### config.mk
export PLATFORM = sky130hd
export DESIGN_NAME = wb_arb
export DESIGN_NICKNAME = d
export VERILOG_FILES = /design/src/rtl/prv664_pkg.sv /design/src/rtl/wb_arb_rr_arbiter.sv /design/src/rtl/wb_arb.sv
export SDC_FILE = /design/constraint.sdc
export NUM_CORES = 1
export LEC_CHECK = 0
export BUFFER_PORTS_ARGS = -buffer_cell sky130_fd_sc_hd__buf_2
export CORE_AREA = 2 2 145 147
export CTS_CLUSTER_DIAMETER = 60
export CTS_CLUSTER_SIZE = 10
export DETAILED_ROUTE_END_ITERATION = 10
export DIE_AREA = 0 0 147 149
export GPL_ROUTABILITY_DRIVEN = 0
export SLEW_MARGIN = 0
export SYNTH_ARGS = -nofsm -noshare
export SYNTH_HDL_FRONTEND = slang
export SYNTH_HIERARCHICAL = 1
export SYNTH_SLANG_ARGS = --single-unit
export TNS_END_PERCENT = 50
### constraint.sdc
create_clock -name clk_i -period 4.2 [get_ports clk_i]
set_clock_uncertainty 0.1 [all_clocks]
set_input_delay 0.84 -clock clk_i [delete_from_list [all_inputs] [get_ports clk_i]]
set_output_delay 0.84 -clock clk_i [all_outputs]
set_load 0.1 [all_outputs]
### src/rtl/prv664_pkg.sv
// Shared prv664 definitions: writeback defaults and payload type.
package prv664_pkg;

  localparam int unsigned WB_NPORT  = 4;
  localparam int unsigned WB_XLEN   = 64;
  localparam int unsigned WB_ITAG_W = 8;

  // Result carried from an execution unit to the ROB/regfile
  typedef struct packed {
    logic [WB_XLEN-1:0]   data;
    logic [WB_ITAG_W-1:0] itag;
  } wb_payload_t;

endpackage

### src/rtl/wb_arb_rr_arbiter.sv
// Round-robin arbiter: one-hot grant to the first request at or after ptr, wrapping.
module rr_arbiter #(
  parameter int unsigned N  = 4,
  parameter int unsigned PW = $clog2(N)
) (
  input  logic [N-1:0]  req,
  input  logic [PW-1:0] ptr,
  output logic [N-1:0]  gnt
);

  logic found_c;

  // Two passes: indices ptr..N-1 first, then the wrapped range 0..ptr-1
  always_comb begin
    gnt     = '0;
    found_c = 1'b0;
    for (int unsigned j = 0; j < N; j++) begin
      if (!found_c && req[j] && (j >= 32'(ptr))) begin
        gnt[j]  = 1'b1;
        found_c = 1'b1;
      end
    end
    for (int unsigned j = 0; j < N; j++) begin
      if (!found_c && req[j] && (j < 32'(ptr))) begin
        gnt[j]  = 1'b1;
        found_c = 1'b1;
      end
    end
  end

endmodule

### src/rtl/wb_arb.sv
// Writeback arbiter: round-robin selection of EU results into a single registered writeback port.
module wb_arb
  import prv664_pkg::*;
#(
  parameter int unsigned NPORT  = WB_NPORT,
  parameter int unsigned XLEN   = WB_XLEN,
  parameter int unsigned ITAG_W = WB_ITAG_W
) (
  input  logic                      clk_i,
  input  logic                      arst_i,
  input  logic                      flush_i,
  input  logic [NPORT-1:0]          src_valid_i,
  output logic [NPORT-1:0]          src_ready_o,
  input  logic [NPORT*XLEN-1:0]     src_data_i,
  input  logic [NPORT*ITAG_W-1:0]   src_itag_i,
  output logic                      wb_valid_o,
  input  logic                      wb_ready_i,
  output logic [XLEN-1:0]           wb_data_o,
  output logic [ITAG_W-1:0]         wb_itag_o,
  output logic [$clog2(NPORT)-1:0]  wb_src_o
);

  localparam int unsigned SRC_W = $clog2(NPORT);

  logic              free_c;
  logic [NPORT-1:0]  req_c;
  logic [NPORT-1:0]  gnt_c;
  logic              any_gnt_c;
  logic [SRC_W-1:0]  gnt_idx_c;
  logic [SRC_W-1:0]  ptr_next_c;
  logic [XLEN-1:0]   sel_data_c;
  logic [ITAG_W-1:0] sel_itag_c;
  logic [SRC_W-1:0]  ptr_q;

  // Output register can take a new result when empty or being drained this cycle
  always_comb begin
    free_c = !wb_valid_o || wb_ready_i;
    req_c  = (free_c && !flush_i && !arst_i) ? src_valid_i : '0;
  end

  rr_arbiter #(
    .N  (NPORT),
    .PW (SRC_W)
  ) u_rr (
    .req (req_c),
    .ptr (ptr_q),
    .gnt (gnt_c)
  );

  assign src_ready_o = gnt_c;
  assign any_gnt_c   = |gnt_c;

  // Mux the granted source's payload and encode its index
  always_comb begin
    sel_data_c = '0;
    sel_itag_c = '0;
    gnt_idx_c  = '0;
    for (int unsigned k = 0; k < NPORT; k++) begin
      if (gnt_c[k]) begin
        sel_data_c = src_data_i[k*XLEN +: XLEN];
        sel_itag_c = src_itag_i[k*ITAG_W +: ITAG_W];
        gnt_idx_c  = SRC_W'(k);
      end
    end
  end

  // Pointer moves just past the winner, wrapping at NPORT (not necessarily a power of two)
  always_comb begin
    ptr_next_c = (gnt_idx_c == SRC_W'(NPORT - 1)) ? '0 : gnt_idx_c + SRC_W'(1);
  end

  // Output register and round-robin pointer
  always_ff @(posedge clk_i or posedge arst_i) begin
    if (arst_i) begin
      wb_valid_o <= 1'b0;
      wb_data_o  <= '0;
      wb_itag_o  <= '0;
      wb_src_o   <= '0;
      ptr_q      <= '0;
    end else if (flush_i) begin
      wb_valid_o <= 1'b0;
      ptr_q      <= '0;
    end else if (free_c) begin
      wb_valid_o <= any_gnt_c;
      if (any_gnt_c) begin
        wb_data_o <= sel_data_c;
        wb_itag_o <= sel_itag_c;
        wb_src_o  <= gnt_idx_c;
        ptr_q     <= ptr_next_c;
      end
    end
  end

endmodule

======== After elaboration in Yosys (flattened, before gate mapping) ========
Index checks and enable logic that the tools add are counted.
word-level totals
  flip-flop bits (word level) ............. 77
  input port bits ......................... 296
  output and inout port bits .............. 79
operators by class
  $add $sub $neg .......................... 1
  $lt $le $gt $ge ......................... 6
  equality and inequality tests ........... 1
  muxes and demuxes ....................... 30
  bitwise gates (word level) .............. 1
  reduce and logical (&&, ||, !) cells .... 29
operators by type and width
  kind                                                                                count
  64-bit 2-to-1 mux                                                                   4
  8-bit 2-to-1 mux                                                                    4
  1-bit 2-to-1 mux                                                                    15
  1-bit logical AND                                                                   14
  2-bit 2-to-1 mux                                                                    6
  1-bit zero test                                                                     9
  1-bit by 2-bit greater-or-equal comparator with 1-bit output, first input constant  2
  1-bit by 2-bit less-than comparator with 1-bit output, first input constant         2
  4-bit 2-to-1 mux                                                                    1
  2-bit nonzero test                                                                  2
  4-bit OR reduction                                                                  1
  3-bit AND reduction                                                                 1
  2-bit by 1-bit adder with 2-bit output, second input constant                       1
  2-bit equality test, second input constant                                          1
  2-bit greater-or-equal comparator, first input constant                             1
  2-bit less-than comparator, first input constant                                    1
  2-bit AND reduction                                                                 1
  1-bit logical OR                                                                    1
  1-bit inverter                                                                      1

======== Depth between registers and ports, before layout ========
Gate-level depths: netlist of run 1.
  depth in word-level cells ............... 37
  depth in mapped cells ................... 14
  gate-level depth less buffers ........... 9

======== By module ========
The synthesis of run 1 kept the hierarchy.
modules (own cells, without submodules)
  module      times used  cells each  area an instance (um^2)
  wb_arb      1           623         5515.3
  rr_arbiter  1           17          103.8

======== Worst setup path after synthesis of run 1 ========
OpenSTA, ideal clock, no wires.
  path type ............................... flip-flop to flip-flop
  start ................................... register wb_valid_o
  end ..................................... register wb_data_o[57]
  library setup time ...................... 143 ps
  data arrival time ....................... 3944 ps
  required time ........................... 3957 ps
  setup slack ............................. 14 ps
  stages on the path, launching flop included .. 14
  clock period less this slack ............ 4186 ps
  cell sequence ........................... dfrtp_1 > nand2b_1 > clkbuf_1 > nand2_1 > nor3b_1 > a21o_1 > a21oi_1 > o21a_1 > buf_2 > or4_4 > buf_6 > buf_6 > a31oi_1 > o22ai_1
on the way
  elaborated cells on any way between the ends .. 41
  classes of those cells .................. mux: 17; reduce/logical: 24
RTL lines
  item                                                                              line                        RTL
  from (decl)                                                                       wb_arb.sv:16                output logic wb_valid_o,
  from (signal assigned)                                                            wb_arb.sv:84                wb_valid_o <= any_gnt_c;
  1-bit zero test *                                                                 wb_arb.sv:37                free_c = !wb_valid_o || wb_ready_i;
  1-bit logical OR *                                                                wb_arb.sv:37
  1-bit logical AND * (2 in a row)                                                  wb_arb.sv:38                req_c = (free_c && !flush_i && !arst_i) ? src_valid_i : '0;
  4-bit 2-to-1 mux *                                                                wb_arb.sv:38
  net req_c[3]                                                                      wb_arb.sv:26                logic [NPORT-1:0] req_c;
  1-bit logical AND *                                                               wb_arb_rr_arbiter.sv:18     if (!found_c && req[j] && (j >= 32'(ptr))) begin
  1-bit 2-to-1 mux *                                                                wb_arb_rr_arbiter.sv:18
  1-bit zero test                                                                   wb_arb_rr_arbiter.sv:24     if (!found_c && req[j] && (j < 32'(ptr))) begin
  [... 4 more ...]                                                                  --
  1-bit logical AND (2 in a row)                                                    wb_arb_rr_arbiter.sv:24
  1-bit 2-to-1 mux *                                                                wb_arb_rr_arbiter.sv:24
  1-bit zero test *                                                                 wb_arb_rr_arbiter.sv:24
  1-bit logical AND * (2 in a row)                                                  wb_arb_rr_arbiter.sv:24
  1-bit 2-to-1 mux *                                                                wb_arb_rr_arbiter.sv:24
  net src_ready_o[2]                                                                wb_arb.sv:13                output logic [NPORT-1:0] src_ready_o,
  4-bit OR reduction / 64-bit 2-to-1 mux (equally long branches)                    wb_arb.sv:51, wb_arb.sv:59
  3-bit AND reduction (no source line) / 64-bit 2-to-1 mux (equally long branches)  --
  to (signal assigned)                                                              wb_arb.sv:86                wb_data_o <= sel_data_c;
  to (decl)                                                                         wb_arb.sv:18                output logic [XLEN-1:0] wb_data_o,
The timed path passes the listed nets; every way through them passes the cells marked *.
A chain may end at the register's enable or synchronous reset.

======== Worst setup path in the final report of run 1 ========
  start ................................... input wb_ready_i
  end ..................................... output src_ready_o[2]
on the way
  elaborated cells on any way between the ends .. 30
  classes of those cells .................. mux: 9; reduce/logical: 21
RTL lines
  item                              line                     RTL
  from (decl)                       wb_arb.sv:17             input logic wb_ready_i,
  1-bit logical OR *                wb_arb.sv:37
  1-bit logical AND * (2 in a row)  wb_arb.sv:38
  4-bit 2-to-1 mux *                wb_arb.sv:38
  net req_c[2]                      wb_arb.sv:26
  1-bit logical AND (2 in a row)    wb_arb_rr_arbiter.sv:18
  1-bit 2-to-1 mux                  wb_arb_rr_arbiter.sv:18
  1-bit zero test                   wb_arb_rr_arbiter.sv:18
  1-bit logical AND                 wb_arb_rr_arbiter.sv:18
  [... 2 more ...]                  --
  1-bit logical AND (2 in a row)    wb_arb_rr_arbiter.sv:24
  1-bit 2-to-1 mux                  wb_arb_rr_arbiter.sv:24
  1-bit zero test                   wb_arb_rr_arbiter.sv:24
  1-bit logical AND (2 in a row)    wb_arb_rr_arbiter.sv:24
  1-bit 2-to-1 mux                  wb_arb_rr_arbiter.sv:24
  1-bit zero test                   wb_arb_rr_arbiter.sv:24
  1-bit logical AND (2 in a row)    wb_arb_rr_arbiter.sv:24
  1-bit 2-to-1 mux *                wb_arb_rr_arbiter.sv:24
  to (decl)                         wb_arb.sv:13
Marked as above.

==> run summary, run 1 <==
The leakage dissipation came out at 3.33 nW. The clock passes through at most 2 buffers. The post-placement setup slack is 0.216 ns. The tightest hold path in the finished design has a slack of about 0.4 ns. The aggregate negative setup slack is 0 ns. The worst path uses about 89% of the clock period. The measured slew at the worst slew-check pin came out at roughly 0.9 ns. The post-route total power came out at 0.00470 W. The cell depth of the worst hold path came out at 2. After detailed routing, the average wire length per cell comes to approximately 19 µm. The number of DRC violations after detailed-routing iteration 0 came out at roughly 370. The number of vias per cell after detailed routing is 5.37. The synthesized area per cell came out at slightly below 9 µm². The count of vias placed by the detailed router came out at roughly 6600. The worst hold path belongs to the class reg2reg.

For this run, the post-layout net count is about 1300. The synthesized area came out at 5620 µm². The minimum setup slack among reg-to-reg paths came out at around 0.76 ns. In this run the critical register-to-register path is launched from wb_valid_o. The shortest clock period the worst path allows after layout is about 3.7 ns. The number of nets in the synthesized netlist is approximately 940. The CTS clock-pin slew for the worst setup and hold paths is about 0.060 ns. The number of clock buffers inserted by TritonCTS came out at 9.

The flow ran to the end, and the final reports show no timing, DRC or antenna violations. For this design, the CTS-stage hold fixing added 0 buffers. The post-route cell area is between 7000 and 8000 µm². The count of boundary I/O pins is approximately 380. The remaining number of nets flagged by the antenna check after routing is 0.

The area of the core region came out at a little over 20000 µm². Setup repair after global routing left no endpoint under its margin. TritonCTS built the clock tree. Entering global routing, the biggest net connects between 70 and 80 pins. In this run the critical register-to-register path is captured at wb_data_o[30]. Once the clock tree was built, the resizer swapped 0 gates to a different size.

The first-pass iteration count of the detailed router is 5. The number of warnings printed during yosys synthesis came out at 6. The worst hold path begins at wb_src_o[1]. The data arrival time of the critical path came out at 2.80 ns.

The final routed wirelength across all metal layers is around 24 mm. The HPWL after detailed placement is around 16 mm. Across the run, the number of max-cap violations was 0. The remaining global-route overflow is 0.

The area growth from synthesis to layout came out at 41.6%. The worst setup path is captured at a primary output. The initial antenna violation count came out at 1.

The height of the die is roughly 150 µm. Across the VDD grid, the largest voltage drop is between 0.2 and 0.3 mV. The highest clock rate is about 270 MHz. The depth of the worst register-to-register path came out at 9.

The width of the die came out at 147 µm. The share of layout cells above drive strength 1 came out at ~43%. The via count of the first global-routing pass came out at around 6500. The filler cell count came out at around 2200. After detailed routing, the number of remaining DRC violations is 0. The area of the die is roughly 22000 µm².

The worst-path maximum fanout came out at 40. Synthesis handed over a netlist of between 600 and 700 instances. The setup slack after layout came out at 0.456 ns. Once placement finished, the instance area stood at approximately 7600 µm². The clock reaches the later pin of the worst-skew pair after roughly 0.33 ns. The number of pins exceeding their max-slew limit in the final report came out at 0. The H-tree was split into 3 levels.

The number of buffers inserted by post-CTS setup repair is 0. For hold timing, the worst endpoint is wb_src_o[1]. The critical path is of the in2out type. Setup violations remaining at the end of the flow were counted as 0. The worst setup path is launched from an input pin. The initialized floorplan defines 53 standard-cell rows. The total routing usage reported by global routing came out at around a fifth. The number of library cell types mapped by synthesis came out at 30.

Measured against its own limit, the worst slew margin works out to between 30% and 40%. The first global-routing pass estimated roughly 35 mm of wire. The final hold violation count is 0. The number of port buffers is between 300 and 400. The library cell used as clock root buffer is clkbuf_16. Counting flops and latches in the post-synthesis netlist gives 77. Dividing total power by cell area gives a power density of 590 nW/µm². The count of clock tree sinks is 77. The required time at the worst-slack endpoint is between 3 and 4 ns.

For this configuration, the core starts out at a cell density of between 20% and 30%. The share of the yosys chip area belonging to registers is between 30% and 40%.
[kinds of logic after synthesis]
group	count (synthesis)	synth area share (%)
AO/OA/AOI/OAI	305	39.0
AND/OR/NAND/NOR	167	18.5
buffers and inverters	91	8.26
flip-flops	77	34.3
[worst max-delay path, stage by stage]
cell	delay [ns]
buf_2	0.12
nand2b_4	0.13
nand2_1	0.13
nor3b_1	0.62
o21a_4	0.26
buf_4	0.45
buf_12	0.24
[layout by cell type (no fill, tap or decap), types with 4 or more instances in the layout]
| cell | n |
|---|---|
| a2111oi_0 | 72 |
| nand2b_1 | 73 |
| clkbuf_16 | 9 |
| a31oi_1 | 73 |
| nor2_1 | 7 |
| and2_1 | 58 |
| and2_0 | 14 |
| buf_4 | 16 |
| o22ai_1 | 73 |
| buf_2 | 370 |
| buf_12 | 6 |
| dfrtp_1 | 77 |
| a22oi_1 | 72 |
| nor3b_1 | 4 |
[power breakdown]
part / leakage [nW] / switching (W) / internal, W
Sequential: 0.897 / 0.000127 / 0.000975
Combinational: 2.28 / 0.00228 / 0.000492
Clock: 0.152 / 0.000313 / 0.000509
[worst max path at each step]
stage	start	to	slack, ns	cells after the start
after floorplan	wb_valid_o	wb_data_o[57]	0.01	13
after global placement	wb_ready_i	wb_data_o[30]	0.30	10
after detailed placement	wb_ready_i	wb_data_o[30]	0.22	10
after CTS	wb_ready_i	src_ready_o[2]	0.46	7
after global routing	wb_ready_i	wb_data_o[41]	0.22	11
final	wb_ready_i	src_ready_o[2]	0.46	7
[routing by layer]
metal  track usage (%)  routed length (µm)  vias to the layer above
met5                 0                   0                        -
met4              7.84                 544                        0
met3              3.79                1590                       32
met2              36.6               11800                      303
met1              24.7                9810                     3142
li1                  -                   -                     3166
[layout make-up]
| cell class | instances | area, µm² | share of cell area [%] |
|---|---|---|---|
| inverter | 3 | 12.5 | 0.157 |
| timing repair buffer | 392 | 2090 | 26.3 |
| clock inverter | 3 | 42.5 | 0.535 |
| sequential | 77 | 1930 | 24.2 |
| antenna | 1 | 2.50 | 0.0315 |
| clock buffer | 13 | 270 | 3.40 |
| tap | 275 | 344 | 4.32 |
| multi-input combinational | 472 | 3270 | 41.0 |
[synthesized netlist by cell type (all sizes together)]
cell     instances  area [µm²]
a31oi           73         457
and3             1        6.26
inv              3        11.3
o21a             2        15.0
nor2b            3        18.8
nand2b          74         463
o221a            1        11.3
o22ai           73         457
dfrtp           77        1930
o31ai            2        15.0
a22oi           72         541
a21oi            3        15.0
and2            73         457
clkbuf          57         214
o21ai            3        15.0
nand2            2        7.51
o2bb2ai          2        17.5
a2bb2oi          1        8.76
buf             31         239
nand4b           1        8.76
nor2             7        26.3
nor3             1        10.0
a2111oi         72         631
nor3b            4        30.0
or4              1        11.3
a21o             1        7.51
[sequential cells by signal (all words and copies together), names as in the netlist]
signal      count
wb_data_o      64
wb_itag_o       8
wb_src_o        2
wb_valid_o      1
ptr_q           2
[stage by stage]
step,utilization [%],std cells
floorplan,-,640
global placement,37.2,1219
detailed placement,37.2,1219
CTS,38.7,1235
global route,38.7,1236
finish,38.7,1236
(Power assumes the default switching activity.)
==> run 2, diff against run 1 <==
==> constraint.sdc (replaced) <==
create_clock -name clk_i -period 4.2 [get_ports clk_i]
set_clock_uncertainty 0.1 [all_clocks]
set_input_delay 1.26 -clock clk_i [delete_from_list [all_inputs] [get_ports clk_i]]
set_output_delay 1.26 -clock clk_i [all_outputs]
set_load 0.1 [all_outputs]
==> run summary, run 2 (synthesis results as in run 1) <==
The post-route fraction of the period consumed by the critical path is 97.4% (was 89.1%). The total placed cells including tap cells is 1231 (was 1219). The TritonCTS clock tree is done (unchanged). The clock network latency to the later pin of the worst-skew pair is 0.34 ns (was 0.33 ns). The worst-case headroom to the max-slew limit came out at 38.9% (was 38.4%). The area of the die is 21900 µm² (unchanged). The part of the power in combinational logic was 58.3% (was 59.1%). The detail-routed net length per standard cell is 19.0 µm (was 19.2 µm). The most common cell after layout, fill and taps aside is buf_2 (unchanged). The total power per unit cell area came out at 590 nW/µm² (about the same). The power spent charging and discharging nets came out at 0.00273 W (was 0.00272 W).

The smallest hold slack is 0.415 ns (was 0.406 ns). The highest clock rate is 245 MHz (was 267 MHz). The number of port buffers came out at 374 (unchanged). The number of DRC violations after detailed-routing iteration 0 came out at 264 (was 366). The width of the die is 147 µm (unchanged).

The post-detailed-route DRC marker count came out at 0 (unchanged). The total routing usage reported by global routing is 20.5% (about the same). The count of boundary I/O pins came out at 375 (unchanged). The required time at the worst-slack endpoint is 2.84 ns (was 3.26 ns). The hold path startpoint is wb_data_o[57] (was wb_src_o[1]).

The first-pass iteration count of the detailed router came out at 4 (was 5). The share of power burned in registers is 23.0% (was 23.5%). The end of the worst register-to-register path is wb_data_o[60] (was wb_data_o[30]). The minimum setup slack among reg-to-reg paths is 1.03 ns (was 0.76 ns). The data arrival time of the critical path came out at 2.73 ns (was 2.80 ns). The utilization after layout was 39.5% (was 38.7%). Most used cells in the layout excluding fill and tap cells: buf_2, dfrtp_1, nand2b_1, a31oi_1, o22ai_1 (unchanged).

The cell depth of the worst hold path was 2 (unchanged). The maximum level of the CTS H-tree was 3 (unchanged). The number of nets in the final layout is 1263 (was 1251).

The shortest clock period the worst path allows after layout is 4.09 ns (was 3.74 ns). Setup repair after global routing missed its margin: no (unchanged). The global-route wire length before repair came to 35.3 mm (was 35.5 mm).

The type of the worst min-delay path was reg2reg (unchanged). The depth of the worst register-to-register path is 11 (was 9). The final hold violation count came to 0 (unchanged). The area of the core region is 20600 µm² (unchanged). Run status: complete, no violations (unchanged). The proportion of total power due to net switching is 57.0% (was 57.9%).

The number of clock buffers inserted by TritonCTS is 9 (unchanged). The library cell used as clock root buffer was clkbuf_16 (unchanged). The end point of the most critical hold path is wb_data_o[57] (was wb_src_o[1]). The pin count of the biggest net entering global routing came to 77 (unchanged). The critical path class was in2out (unchanged).

The remaining number of nets flagged by the antenna check after routing came out at 0 (unchanged). The endpoint type of the worst setup path is a primary output (unchanged). The number of max-capacitance violations reported came to 0 (unchanged). The starting utilization of the core area is 27.3% (unchanged). The number of vias per cell after detailed routing is 5.39 (was 5.37). The number of flip-flops in the largest register came out at 64 (unchanged). The clock group share of total power was 18.7% (was 17.5%). The initial antenna violation count is 1 (unchanged).

The count of standard-cell rows is 53 (unchanged). The HPWL after detailed placement is 16.6 mm (was 16.1 mm). The final cell count without fillers is 1247 (was 1236). The leakage dissipation is 3.41 nW (was 3.33 nW).

The register containing the most flip-flops in the final layout was wb_data_o (unchanged). The measured slew at the worst slew-check pin came out at 0.917 ns (was 0.925 ns). The via count of the first global-routing pass came out at 6455 (was 6528). The count of vias placed by the detailed router came out at 6721 (was 6643).

The CTS clock-pin slew for the worst setup and hold paths is 0.06 ns (about the same). The area growth from synthesis to layout came out at 44.4% (was 41.6%). The beginning of the worst register-to-register path is wb_valid_o (unchanged). The worst-path maximum fanout came out at 6 (was 40). The internal power component came out at 0.00206 W (was 0.00198 W).

Regs by FF count: wb_data_o: 64 flops, wb_itag_o: 8 flops (unchanged). The count of clock tree sinks is 77 (unchanged). The maximum ir drop on the vdd rail came to 0.246 mV (was 0.273 mV). The share of layout cells above drive strength 1 was 44.6% (was 43.4%). The height of the die is 149 µm (unchanged). The type of origin of the critical path was an input pin (unchanged). The maximum buffer depth of the clock tree came to 2 (unchanged). The number of pins exceeding their max-slew limit in the final report came to 0 (unchanged). The final routed wirelength across all metal layers is 23.7 mm (about the same).

The count of endpoints failing setup in the final report came out at 0 (unchanged). The remaining global-route overflow was 0 (unchanged).
[run 2: changes by cell type in the layout (fill, tap and decap cells not counted), moves of 2 or more]
| cell | before | now |
|---|---|---|
| nor3b_4 | 0 | 2 |
| nor3b_2 | 0 | 2 |
| bufinv_16 | 1 | 3 |
| buf_4 | 16 | 27 |
| clkbuf_8 | 3 | 0 |
| nor3b_1 | 4 | 0 |
[run 2: repair_timing]
item                                    in CTS  in global routing
resized for setup                            1                  5
setup buffers                                0                  0
endpoints found under the setup margin       1                  4
hold buffers                                 0                  0
pin swaps                                    0                  1
endpoints found under the hold margin        0                  0
[run 2: worst max path at each step]
stage / from / endpoint / slack (ns) / cells past startpoint
final: wb_ready_i / src_ready_o[0] / 0.11 / 8
after CTS: wb_ready_i / src_ready_o[3] / 0.03 / 7
after global routing: wb_ready_i / src_ready_o[0] / 0.09 / 8
after detailed placement: wb_ready_i / wb_data_o[60] / -0.35 / 11
after global placement: wb_ready_i / wb_data_o[60] / -0.38 / 11
after floorplan: wb_ready_i / wb_data_o[57] / -0.01 / 12
[run 2: final cells by class]
cell class	count	area, µm²
well taps	275	344
fillers	2137	12400
clock inverters	4	97.6
clock buffers	11	233
multi-input cells	472	3300
diodes	1	2.50
repair buffers	404	2190
inverters	3	12.5
flip-flops and latches	77	1930
[run 2: worst max-delay path, cell delays in order]
cell and delay, ns:
buf_2 0.12, nand2b_4 0.13, nand2_2 0.14, nor3b_4 0.28, a2bb2oi_1 0.25, o22ai_1 0.10, and2_2 0.25, buf_12 0.18
[run 2: routing by layer]
layer	vias up	part of all wire (%)	track usage [%]
li1	3200	-	-
met1	3181	39	24.0
met2	309	51	36.8
met3	31	7.4	4.50
met4	0	2.4	7.69
met5	-	0	0
[run 2: power groups by stage]
stage	clock, W	sequential, W	combinational, W
CTS	0.000922	0.00110	0.00280
global placement	0	0.00110	0.00279
finish	0.000897	0.00110	0.00279
detailed placement	0	0.00111	0.00280
global route	0.000941	0.00113	0.00290
floorplan	0	0.00281	0.000502
[run 2: per-stage QoR]
| stage | instance area, µm² | setup WS, ns | setup TNS (ns) | power (W) |
|---|---|---|---|---|
| 6_report | 8110 | 0.110 | 0 | 0.00479 |
| 5_1_grt | 8110 | 0.0914 | 0 | 0.00497 |
| 4_1_cts | 8090 | 0.0282 | 0 | 0.00482 |
| 3_5_place_dp | 7750 | -0.353 | -0.353 | 0.00390 |
| 3_3_place_gp | 7750 | -0.380 | -0.380 | 0.00388 |
| 2_1_floorplan | 5640 | -0.00952 | -0.675 | 0.00332 |
